[src/rtl/uart_pkg.sv]
`default_nettype none
`timescale 1ns/1ps
// ============================================================================
//  Module      : uart_pkg
//  Description : Shared types and helpers for the UART receiver/transmitter
//                family: parity selection, receiver FSM states and the baud
//                divider calculation.
//  Revision    : 1.0 - initial release
// ============================================================================
package uart_pkg;

    typedef enum logic [1:0] {
        PAR_NONE = 2'd0,
        PAR_EVEN = 2'd1,
        PAR_ODD  = 2'd2
    } parity_e;

    typedef enum logic [2:0] {
        ST_IDLE   = 3'd0,
        ST_START  = 3'd1,
        ST_DATA   = 3'd2,
        ST_PARITY = 3'd3,
        ST_STOP   = 3'd4
    } rx_state_e;

    // Clocks per oversample tick; never below 1 so the divider stays valid.
    function automatic int unsigned baud_div(input int unsigned clk_freq,
                                             input int unsigned baud,
                                             input int unsigned ovs);
        int unsigned d;
        d = clk_freq / (baud * ovs);
        return (d == 0) ? 1 : d;
    endfunction

endpackage
`default_nettype wire

[src/rtl/uart_rx_gen_if.sv]
`default_nettype none
`timescale 1ns/1ps
// ============================================================================
//  Module      : uart_rx_gen_if
//  Description : Received-frame handshake bundle: held payload with error
//                flags, valid/ready acceptance.
//  Revision    : 1.0 - initial release
// ============================================================================
interface uart_rx_gen_if #(
    parameter int DATA_BITS = 8
) ();
    logic [DATA_BITS-1:0] rx_data;
    logic                 rx_valid;
    logic                 rx_ready;
    logic                 rx_perr;
    logic                 rx_ferr;

    modport master (output rx_data, output rx_valid, output rx_perr,
                    output rx_ferr, input rx_ready);
    modport slave  (input rx_data, input rx_valid, input rx_perr,
                    input rx_ferr, output rx_ready);
endinterface
`default_nettype wire

[src/rtl/uart_baud_gen.sv]
`default_nettype none
`timescale 1ns/1ps
// ============================================================================
//  Module      : uart_baud_gen
//  Description : Free-running divider emitting a one-clock oversample tick
//                every DIV clocks. Shared by the UART receiver and transmitter.
//  Revision    : 1.0 - initial release
// ============================================================================
module uart_baud_gen #(
    parameter int unsigned DIV = 4
) (
    input  wire logic clk,
    input  wire logic rst,
    output logic      tick
);
    localparam int unsigned CW = (DIV > 1) ? $clog2(DIV) : 1;
    localparam logic [CW-1:0] c_last = CW'(DIV - 1);

    logic [CW-1:0] r_cnt;

    // Count 0..DIV-1 and wrap; cleared only by reset.
    always_ff @(posedge clk) begin
        if (!rst)                r_cnt <= '0;
        else if (r_cnt == c_last) r_cnt <= '0;
        else                     r_cnt <= r_cnt + 1'b1;
    end

    assign tick = (r_cnt == c_last);
endmodule
`default_nettype wire

[src/rtl/uart_rx_gen.sv]
`default_nettype none
`timescale 1ns/1ps
// ============================================================================
//  Module      : uart_rx_gen
//  Description : Parametrised UART receiver with 3-sample majority voting,
//                optional parity, 1/2 stop bits, held valid/ready output,
//                overrun and break detection.
//  Revision    : 1.0 - initial release
// ============================================================================
module uart_rx_gen
    import uart_pkg::*;
#(
    parameter int unsigned CLK_FREQ  = 100_000_000,
    parameter int unsigned BAUD      = 9600,
    parameter int unsigned OVS       = 16,
    parameter int unsigned DATA_BITS = 8,
    parameter int unsigned PARITY    = 0,
    parameter int unsigned STOP_BITS = 1
) (
    input  wire logic       clk,
    input  wire logic       rst,
    input  wire logic       rx,
    uart_rx_gen_if.master   rx_if,
    output logic            overrun,
    output logic            break_det,
    output logic            rx_busy
);
    localparam int unsigned c_div  = baud_div(CLK_FREQ, BAUD, OVS);
    localparam int unsigned TCW    = $clog2(OVS);
    localparam int unsigned BCW    = $clog2(DATA_BITS);
    localparam logic [1:0]  c_par  = 2'(PARITY);
    localparam bit          c_has_par = (PARITY != 0);

    localparam logic [TCW-1:0] c_tk_s0   = TCW'(OVS/2 - 1);
    localparam logic [TCW-1:0] c_tk_s1   = TCW'(OVS/2);
    localparam logic [TCW-1:0] c_tk_mid  = TCW'(OVS/2 + 1);
    localparam logic [TCW-1:0] c_tk_last = TCW'(OVS - 1);
    localparam logic [BCW-1:0] c_bit_last  = BCW'(DATA_BITS - 1);
    localparam logic           c_stop_last = 1'(STOP_BITS - 1);

    localparam logic [2:0] c_st_idle   = ST_IDLE;
    localparam logic [2:0] c_st_start  = ST_START;
    localparam logic [2:0] c_st_data   = ST_DATA;
    localparam logic [2:0] c_st_parity = ST_PARITY;
    localparam logic [2:0] c_st_stop   = ST_STOP;

    logic                 r_sync1, r_sync2;
    logic                 w_rxs, w_tick, w_maj, w_calc_par, w_ferr_now, w_brk;
    logic [2:0]           r_state;
    logic [TCW-1:0]       r_tick_cnt;
    logic [BCW-1:0]       r_bit_cnt;
    logic                 r_stop_cnt;
    logic                 r_samp0, r_samp1;
    logic [DATA_BITS-1:0] r_shift;
    logic                 r_par_bit, r_perr_int, r_ferr_int, r_wait_high;
    logic                 r_done, r_frm_perr, r_frm_ferr, r_frm_brk;
    logic [DATA_BITS-1:0] r_frm_data;

    uart_baud_gen #(.DIV(c_div)) u_baud (.clk(clk), .rst(rst), .tick(w_tick));

    // Two-flop synchroniser; resets to the idle line level.
    always_ff @(posedge clk) begin
        if (!rst) begin
            r_sync1 <= 1'b1;
            r_sync2 <= 1'b1;
        end else begin
            r_sync1 <= rx;
            r_sync2 <= r_sync1;
        end
    end

    assign w_rxs      = r_sync2;
    // Third sample is the live value on the evaluating tick.
    assign w_maj      = (r_samp0 & r_samp1) | (r_samp0 & w_rxs) | (r_samp1 & w_rxs);
    assign w_calc_par = (c_par == PAR_ODD) ? ~^r_shift : ^r_shift;
    assign w_ferr_now = r_ferr_int | ~w_maj;
    assign w_brk      = (r_shift == '0) && (!c_has_par || !r_par_bit) && w_ferr_now;
    assign rx_busy    = (r_state != c_st_idle);

    // Frame FSM; every decision is qualified by the oversample tick.
    always_ff @(posedge clk) begin
        if (!rst) begin
            r_state     <= c_st_idle;
            r_tick_cnt  <= '0;
            r_bit_cnt   <= '0;
            r_stop_cnt  <= 1'b0;
            r_samp0     <= 1'b1;
            r_samp1     <= 1'b1;
            r_shift     <= '0;
            r_par_bit   <= 1'b0;
            r_perr_int  <= 1'b0;
            r_ferr_int  <= 1'b0;
            r_wait_high <= 1'b0;
            r_done      <= 1'b0;
            r_frm_data  <= '0;
            r_frm_perr  <= 1'b0;
            r_frm_ferr  <= 1'b0;
            r_frm_brk   <= 1'b0;
        end else begin
            r_done <= 1'b0;
            // A break holds off new starts until the line has returned high.
            if (w_rxs) r_wait_high <= 1'b0;
            if (w_tick) begin
                if (r_tick_cnt == c_tk_s0) r_samp0 <= w_rxs;
                if (r_tick_cnt == c_tk_s1) r_samp1 <= w_rxs;
                r_tick_cnt <= (r_tick_cnt == c_tk_last) ? '0 : r_tick_cnt + 1'b1;
                case (r_state)
                    c_st_idle: begin
                        r_tick_cnt <= '0;
                        if (!w_rxs && !r_wait_high) begin
                            r_state    <= c_st_start;
                            r_shift    <= '0;
                            r_par_bit  <= 1'b0;
                            r_perr_int <= 1'b0;
                            r_ferr_int <= 1'b0;
                        end
                    end
                    c_st_start: begin
                        if (r_tick_cnt == c_tk_mid && w_maj) begin
                            r_state    <= c_st_idle;
                            r_tick_cnt <= '0;
                        end else if (r_tick_cnt == c_tk_last) begin
                            r_state   <= c_st_data;
                            r_bit_cnt <= '0;
                        end
                    end
                    c_st_data: begin
                        if (r_tick_cnt == c_tk_mid) r_shift[r_bit_cnt] <= w_maj;
                        if (r_tick_cnt == c_tk_last) begin
                            if (r_bit_cnt == c_bit_last) begin
                                r_state    <= c_has_par ? c_st_parity : c_st_stop;
                                r_stop_cnt <= 1'b0;
                            end else begin
                                r_bit_cnt <= r_bit_cnt + 1'b1;
                            end
                        end
                    end
                    c_st_parity: begin
                        if (r_tick_cnt == c_tk_mid) begin
                            r_par_bit  <= w_maj;
                            r_perr_int <= (w_maj != w_calc_par);
                        end
                        if (r_tick_cnt == c_tk_last) begin
                            r_state    <= c_st_stop;
                            r_stop_cnt <= 1'b0;
                        end
                    end
                    c_st_stop: begin
                        if (r_tick_cnt == c_tk_mid) begin
                            if (!w_maj) r_ferr_int <= 1'b1;
                            // Finish at mid final stop so the next start edge is not missed.
                            if (r_stop_cnt == c_stop_last) begin
                                r_state     <= c_st_idle;
                                r_tick_cnt  <= '0;
                                r_done      <= 1'b1;
                                r_frm_data  <= r_shift;
                                r_frm_perr  <= r_perr_int;
                                r_frm_ferr  <= w_ferr_now;
                                r_frm_brk   <= w_brk;
                                r_wait_high <= w_brk;
                            end
                        end else if (r_tick_cnt == c_tk_last) begin
                            r_stop_cnt <= r_stop_cnt + 1'b1;
                        end
                    end
                    default: begin
                        r_state    <= c_st_idle;
                        r_tick_cnt <= '0;
                    end
                endcase
            end
        end
    end

    // Output holding register with valid/ready handshake and overrun drop.
    always_ff @(posedge clk) begin
        if (!rst) begin
            rx_if.rx_data  <= '0;
            rx_if.rx_valid <= 1'b0;
            rx_if.rx_perr  <= 1'b0;
            rx_if.rx_ferr  <= 1'b0;
            overrun        <= 1'b0;
            break_det      <= 1'b0;
        end else begin
            overrun   <= 1'b0;
            break_det <= 1'b0;
            if (r_done) begin
                break_det <= r_frm_brk;
                if (!rx_if.rx_valid || rx_if.rx_ready) begin
                    rx_if.rx_data  <= r_frm_data;
                    rx_if.rx_perr  <= r_frm_perr;
                    rx_if.rx_ferr  <= r_frm_ferr;
                    rx_if.rx_valid <= 1'b1;
                end else begin
                    overrun <= 1'b1;
                end
            end else if (rx_if.rx_valid && rx_if.rx_ready) begin
                rx_if.rx_valid <= 1'b0;
            end
        end
    end
endmodule
`default_nettype wire
[src/flat_wrapper.sv]
// flat-port wrapper written by rule: the top's interface ports become plain ports
module uart_rx_gen_flat import uart_pkg::*;
#(
    parameter int unsigned CLK_FREQ  = 100_000_000,
    parameter int unsigned BAUD      = 9600,
    parameter int unsigned OVS       = 16,
    parameter int unsigned DATA_BITS = 8,
    parameter int unsigned PARITY    = 0,
    parameter int unsigned STOP_BITS = 1
)
  (clk, rst, rx, overrun, break_det, rx_busy, rx_if_rx_data, rx_if_rx_valid, rx_if_rx_perr, rx_if_rx_ferr, rx_if_rx_ready);
  uart_rx_gen_if #(.DATA_BITS(DATA_BITS)) rx_if_i ();
  input  wire logic clk;
  input  wire logic rst;
  input  wire logic rx;
  output logic overrun;
  output logic break_det;
  output logic rx_busy;
  output wire logic [$bits(rx_if_i.rx_data)-1:0] rx_if_rx_data;
  output wire logic [$bits(rx_if_i.rx_valid)-1:0] rx_if_rx_valid;
  output wire logic [$bits(rx_if_i.rx_perr)-1:0] rx_if_rx_perr;
  output wire logic [$bits(rx_if_i.rx_ferr)-1:0] rx_if_rx_ferr;
  input wire logic [$bits(rx_if_i.rx_ready)-1:0] rx_if_rx_ready;
  assign rx_if_rx_data = rx_if_i.rx_data;
  assign rx_if_rx_valid = rx_if_i.rx_valid;
  assign rx_if_rx_perr = rx_if_i.rx_perr;
  assign rx_if_rx_ferr = rx_if_i.rx_ferr;
  assign rx_if_i.rx_ready = rx_if_rx_ready;
  uart_rx_gen #(.CLK_FREQ(CLK_FREQ), .BAUD(BAUD), .OVS(OVS), .DATA_BITS(DATA_BITS), .PARITY(PARITY), .STOP_BITS(STOP_BITS)) u_core (.clk(clk), .rst(rst), .rx(rx), .rx_if(rx_if_i), .overrun(overrun), .break_det(break_det), .rx_busy(rx_busy));
endmodule
[config.mk]
export PLATFORM = sky130hd
export DESIGN_NAME = uart_rx_gen_flat
export DESIGN_NICKNAME = d
export VERILOG_FILES = /design/src/rtl/uart_pkg.sv /design/src/rtl/uart_rx_gen_if.sv /design/src/rtl/uart_baud_gen.sv /design/src/rtl/uart_rx_gen.sv /design/src/flat_wrapper.sv
export SDC_FILE = /design/constraint.sdc
export NUM_CORES = 1
export LEC_CHECK = 0
export BUFFER_PORTS_ARGS = -buffer_cell sky130_fd_sc_hd__buf_2
export CORE_MARGIN = 3
export CORE_UTILIZATION = 54
export DETAILED_ROUTE_END_ITERATION = 10
export PLACE_DENSITY_LB_ADDON = 0.1
export SYNTH_ARGS = -nofsm -noshare
export SYNTH_HDL_FRONTEND = slang
export SYNTH_SLANG_ARGS = --single-unit
[constraint.sdc]
create_clock -name clk -period 1.99 [get_ports clk]
set_clock_uncertainty 0.15 [all_clocks]
set_input_delay 0.2985 -clock clk [delete_from_list [all_inputs] [get_ports clk]]
set_output_delay 0.2985 -clock clk [all_outputs]
set_load 0.01 [all_outputs]
==> impl_summary.log <==
INFO  metric hold_sp = rx_if_rx_ready
INFO  metric detailedRoute.firstPassIterationCount = 5
INFO  metric grt_overflow = 0
INFO  metric via_per_inst = 5.26
INFO  metric cell_at_the_root_of_the_clock_tree = clkbuf_8
INFO  metric post-route-period-util = 100%
INFO  metric power.sequential.fraction = 47.2%
INFO  metric final_max_slew_viol_count = 0
INFO  metric failing_checks = negative setup slack
INFO  metric post-synth-top-area-fraction = 41.3%
INFO  metric initial_antenna_violation_count = 0
INFO  metric path_common_cell = nand2_1
INFO  metric drtAntennaViolNets = 0
INFO  metric min_path_cells = 3
INFO  metric yosysMostFrequentCell = dfxtp_1
INFO  metric grt_first_pass_wirelength = 9.98 mm
INFO  metric max_clock_freq = 501 MHz
INFO  metric worstReg2RegStart = u_core.r_sync2
INFO  metric share_of_post_route_cells_with_drive_strength_above_1 = 26.8%
INFO  metric worst_slew_pin_slew = 0.540 ns
INFO  metric p_sw = 0.526 mW
INFO  metric avgRoutedWirePerCell = 13.1 um
INFO  metric post_synth_mux_area_share = 9.15%
INFO  metric postSynth.topFlopCell = dfxtp_1
INFO  metric place.port_buffers = 17
INFO  metric synth-edff-count = 0
INFO  metric syn_nets = 327
INFO  metric finalCriticalPeriod = 1.99 ns
INFO  metric clockBufferDepth = 2
INFO  metric fillerInstances = 407
INFO  metric synth_fa_ha_area_share = 5.00%
INFO  metric crit-reg2reg-capture = u_core.r_state[0]
INFO  metric stdcell_count = 435
INFO  metric clk_pin_slew_worst_paths = 0.07 ns
INFO  metric max_slew_margin = 63.5%
INFO  metric top_level_ports = 18
INFO  metric cts-buffers-inserted = 9
INFO  metric hold-worst-slack = 0.120 ns
INFO  metric main_combinational_cell_family_by_area_after_synthesis = simple AND/OR/NAND/NOR gates
INFO  metric synth_common_cells = 61 x dfxtp_1, 27 x mux2i_1, 27 x nor2_1, 27 x nor2b_1, 24 x nand2_1
INFO  metric vdd_drop_max = 0.735 mV
INFO  metric first_global_vias = 2249
INFO  metric globalplace.congestion = 0.845
INFO  metric timing.max_cap.violations = 0
INFO  metric cp_max_fo = 5
INFO  metric grt_max_degree = 30
INFO  metric worst_hold_path_type = input pin to flop
INFO  metric grt_setup_unrepaired = yes
INFO  metric synth-compound-area-share = 10.6%
INFO  metric synth_async_sr_flop_share = 0%
INFO  metric die_boundary_height = 80.0 um
INFO  metric cp_slowest_cell = o41ai_1
INFO  metric growth_of_design_area_from_synthesis_to_finish = 24.3%
INFO  metric synthesis.yosys.warnings = 0
INFO  metric wirelength = 5.71 mm
INFO  metric dp_hpwl = 4.03 mm
INFO  metric run_status = finished, violations left
INFO  metric placement.cell_area = 3310 um^2
INFO  metric worst_stage_delay_on_the_critical_path = 0.54 ns
INFO  metric clock_share_of_power = 50.7%
INFO  metric r2r_setup_slack = -0.005 ns
INFO  metric numPlacedInstances = 415
INFO  metric vias = 2290
INFO  metric synth.top_cells.by_area = dfxtp_1 41%, mux2i_1 9.1%, nor2b_1 5.7%
INFO  metric iter_0_drt_violations = 87
INFO  metric worst_r2r_path_depth = 5
INFO  metric swShare = 20.2%
INFO  metric die_width = 80.0 um
INFO  metric cts_tree = done
INFO  metric worst_hold_path.endpoint = u_core.rx_if.rx_valid
INFO  metric power.density_cell_area = 711 nW/um^2
INFO  metric fin_tns_setup = -0.00463 ns
INFO  metric syn_area_per_cell = 9.47 um^2
INFO  metric cts_max_level = 3
INFO  metric final_design_area_no_fill = 3670 um^2
INFO  metric grt_util_all_layers = 20.0%
INFO  metric worstPathArrival = 2.11 ns
INFO  metric row_count = 26
INFO  metric wp_data_required = 2.11 ns
INFO  metric synth_seq_cells = 61
INFO  metric finalHoldViolations = 0
INFO  metric critical_path_buf_inv_count = 0
INFO  metric synth_cell_type_count = 49
INFO  metric initial_core_utilization = 56.8%
INFO  metric path_cells = maj3_1 > nand2_1 > nand2_1 > o41ai_1 > mux2i_1
INFO  metric setup_slack = -0.00463 ns
INFO  metric final_net_count = 375
INFO  metric die_area = 6390 um^2
INFO  metric worstSetupEndpointType = flop
INFO  metric family_of_cells_with_the_greatest_summed_delay_on_the_critical_path = compound AO/OA/AOI/OAI gates
INFO  metric power.internal = 2.08 mW
INFO  metric final_setup_violation_count = 1
INFO  metric synth.largest_area_cell = dfxtp_1
INFO  metric comb_power_share = 2.1%
INFO  metric numClockSinks = 61
INFO  metric timing.setup.critical_path_class = flop to flop
INFO  metric synth_seq_area_share = 41.3%
INFO  metric postSynthCellCount = 312
INFO  metric number_of_antenna_repair_diodes = 0
INFO  metric route.detailed.drc = 0
INFO  metric fp.coreArea = 5200 um^2
INFO  metric power.leakage = 1.52 nW
INFO  metric netlist_area = 2950 um^2
INFO  metric clock_latency = 0.34 ns
INFO  metric yosys.area_share.xor_xnor = 3.85%
INFO  metric simple_gate_portion_of_the_synthesized_area = 26.2%
INFO  metric worst_setup_path_start_kind = flop
[registers in the layout (all words and copies together) (netlist names), 3 cells and up]
signal	cells
u_core.r_frm_data	8
u_core.r_state	3
u_core.r_bit_cnt	3
u_core.r_tick_cnt	4
u_core.r_shift	8
u_core.u_baud.r_cnt	10
u_core.rx_if.rx_data	8
[power groups by stage]
stage               Combinational (mW)  Sequential (mW)  Clock, mW
global placement                0.0535             1.26          0
floorplan                       0.0317             1.26          0
detailed placement              0.0538             1.26          0
finish                          0.0556             1.23       1.32
global route                    0.0612             1.23       1.40
CTS                             0.0551             1.23       1.36
[tightest hold or removal path, delay by kind of cell]
| kind | cells | cell delay (ns) |
|---|---|---|
| compound gates | 1 | 0.15 |
| buf+inv | 1 | 0.07 |
| simple gates | 1 | 0.05 |
[layout make-up]
type,instances,area (um^2),area share (%)
Clock inverter,6,111,3.03
Multi-Input combinational cell,223,1710,46.5
Inverter,14,52.6,1.43
Sequential cell,61,1230,33.4
Clock buffer,10,128,3.48
Timing Repair Buffer,51,359,9.78
Tap cell,70,87.6,2.39
[how the worst max path moves through the flow]
stage               slack, ns              startpoint  cells past startpoint                    to
floorplan                0.01       u_core.r_state[2]                      6  u_core.r_frm_data[2]
global placement         0.02    u_core.r_tick_cnt[1]                      7     u_core.r_state[2]
detailed placement      -0.04    u_core.r_tick_cnt[1]                      7     u_core.r_state[2]
CTS                     -0.01  u_core.u_baud.r_cnt[4]                      6     u_core.r_shift[0]
global route            -0.11  u_core.u_baud.r_cnt[4]                      6     u_core.r_shift[1]
finish                 -0.005          u_core.r_sync2                      5     u_core.r_state[0]
[through the flow]
stage	power (mW)	setup WS [ns]	utilization, %
after detailed placement	1.31	-0.0364	63.6
after CTS	2.64	-0.0115	68.5
after floorplan	1.29	0.0129	-
final	2.61	-0.00463	70.6
after global routing	2.69	-0.109	70.6
after global placement	1.31	0.0234	63.6
[routing by layer]
layer	track usage, %	routed length, um
met1	24.9	2740
met3	4.40	268
met2	31.3	2590
met5	0	0
met4	12.5	113
[layout by cell type (no fill, tap or decap), drive strengths merged, types with 8 or more instances in the layout]
cell,instances
and3,11
dfxtp,61
clkbuf,10
a32o,8
ha,11
nand2,24
mux2i,27
buf,50
nor2b,27
xnor2,9
inv,14
nor2,27
[kinds of logic after synthesis]
family | after synthesis
buffers and inverters | 28
DFF | 61
xor gates and xnor gates | 13
adders and majority gates | 12
and+or+nand+nor | 133
AOI/OAI and AO/OA | 38
muxes | 27
[what timing repair did]
item	4_1_cts	5_1_grt
hold buffers	1	0
gates resized for setup	1	23
endpoints found under the hold margin	1	0
setup endpoints to repair	2	24
pin swaps	0	12
setup buffers	0	3
(Power assumes the default switching activity.)
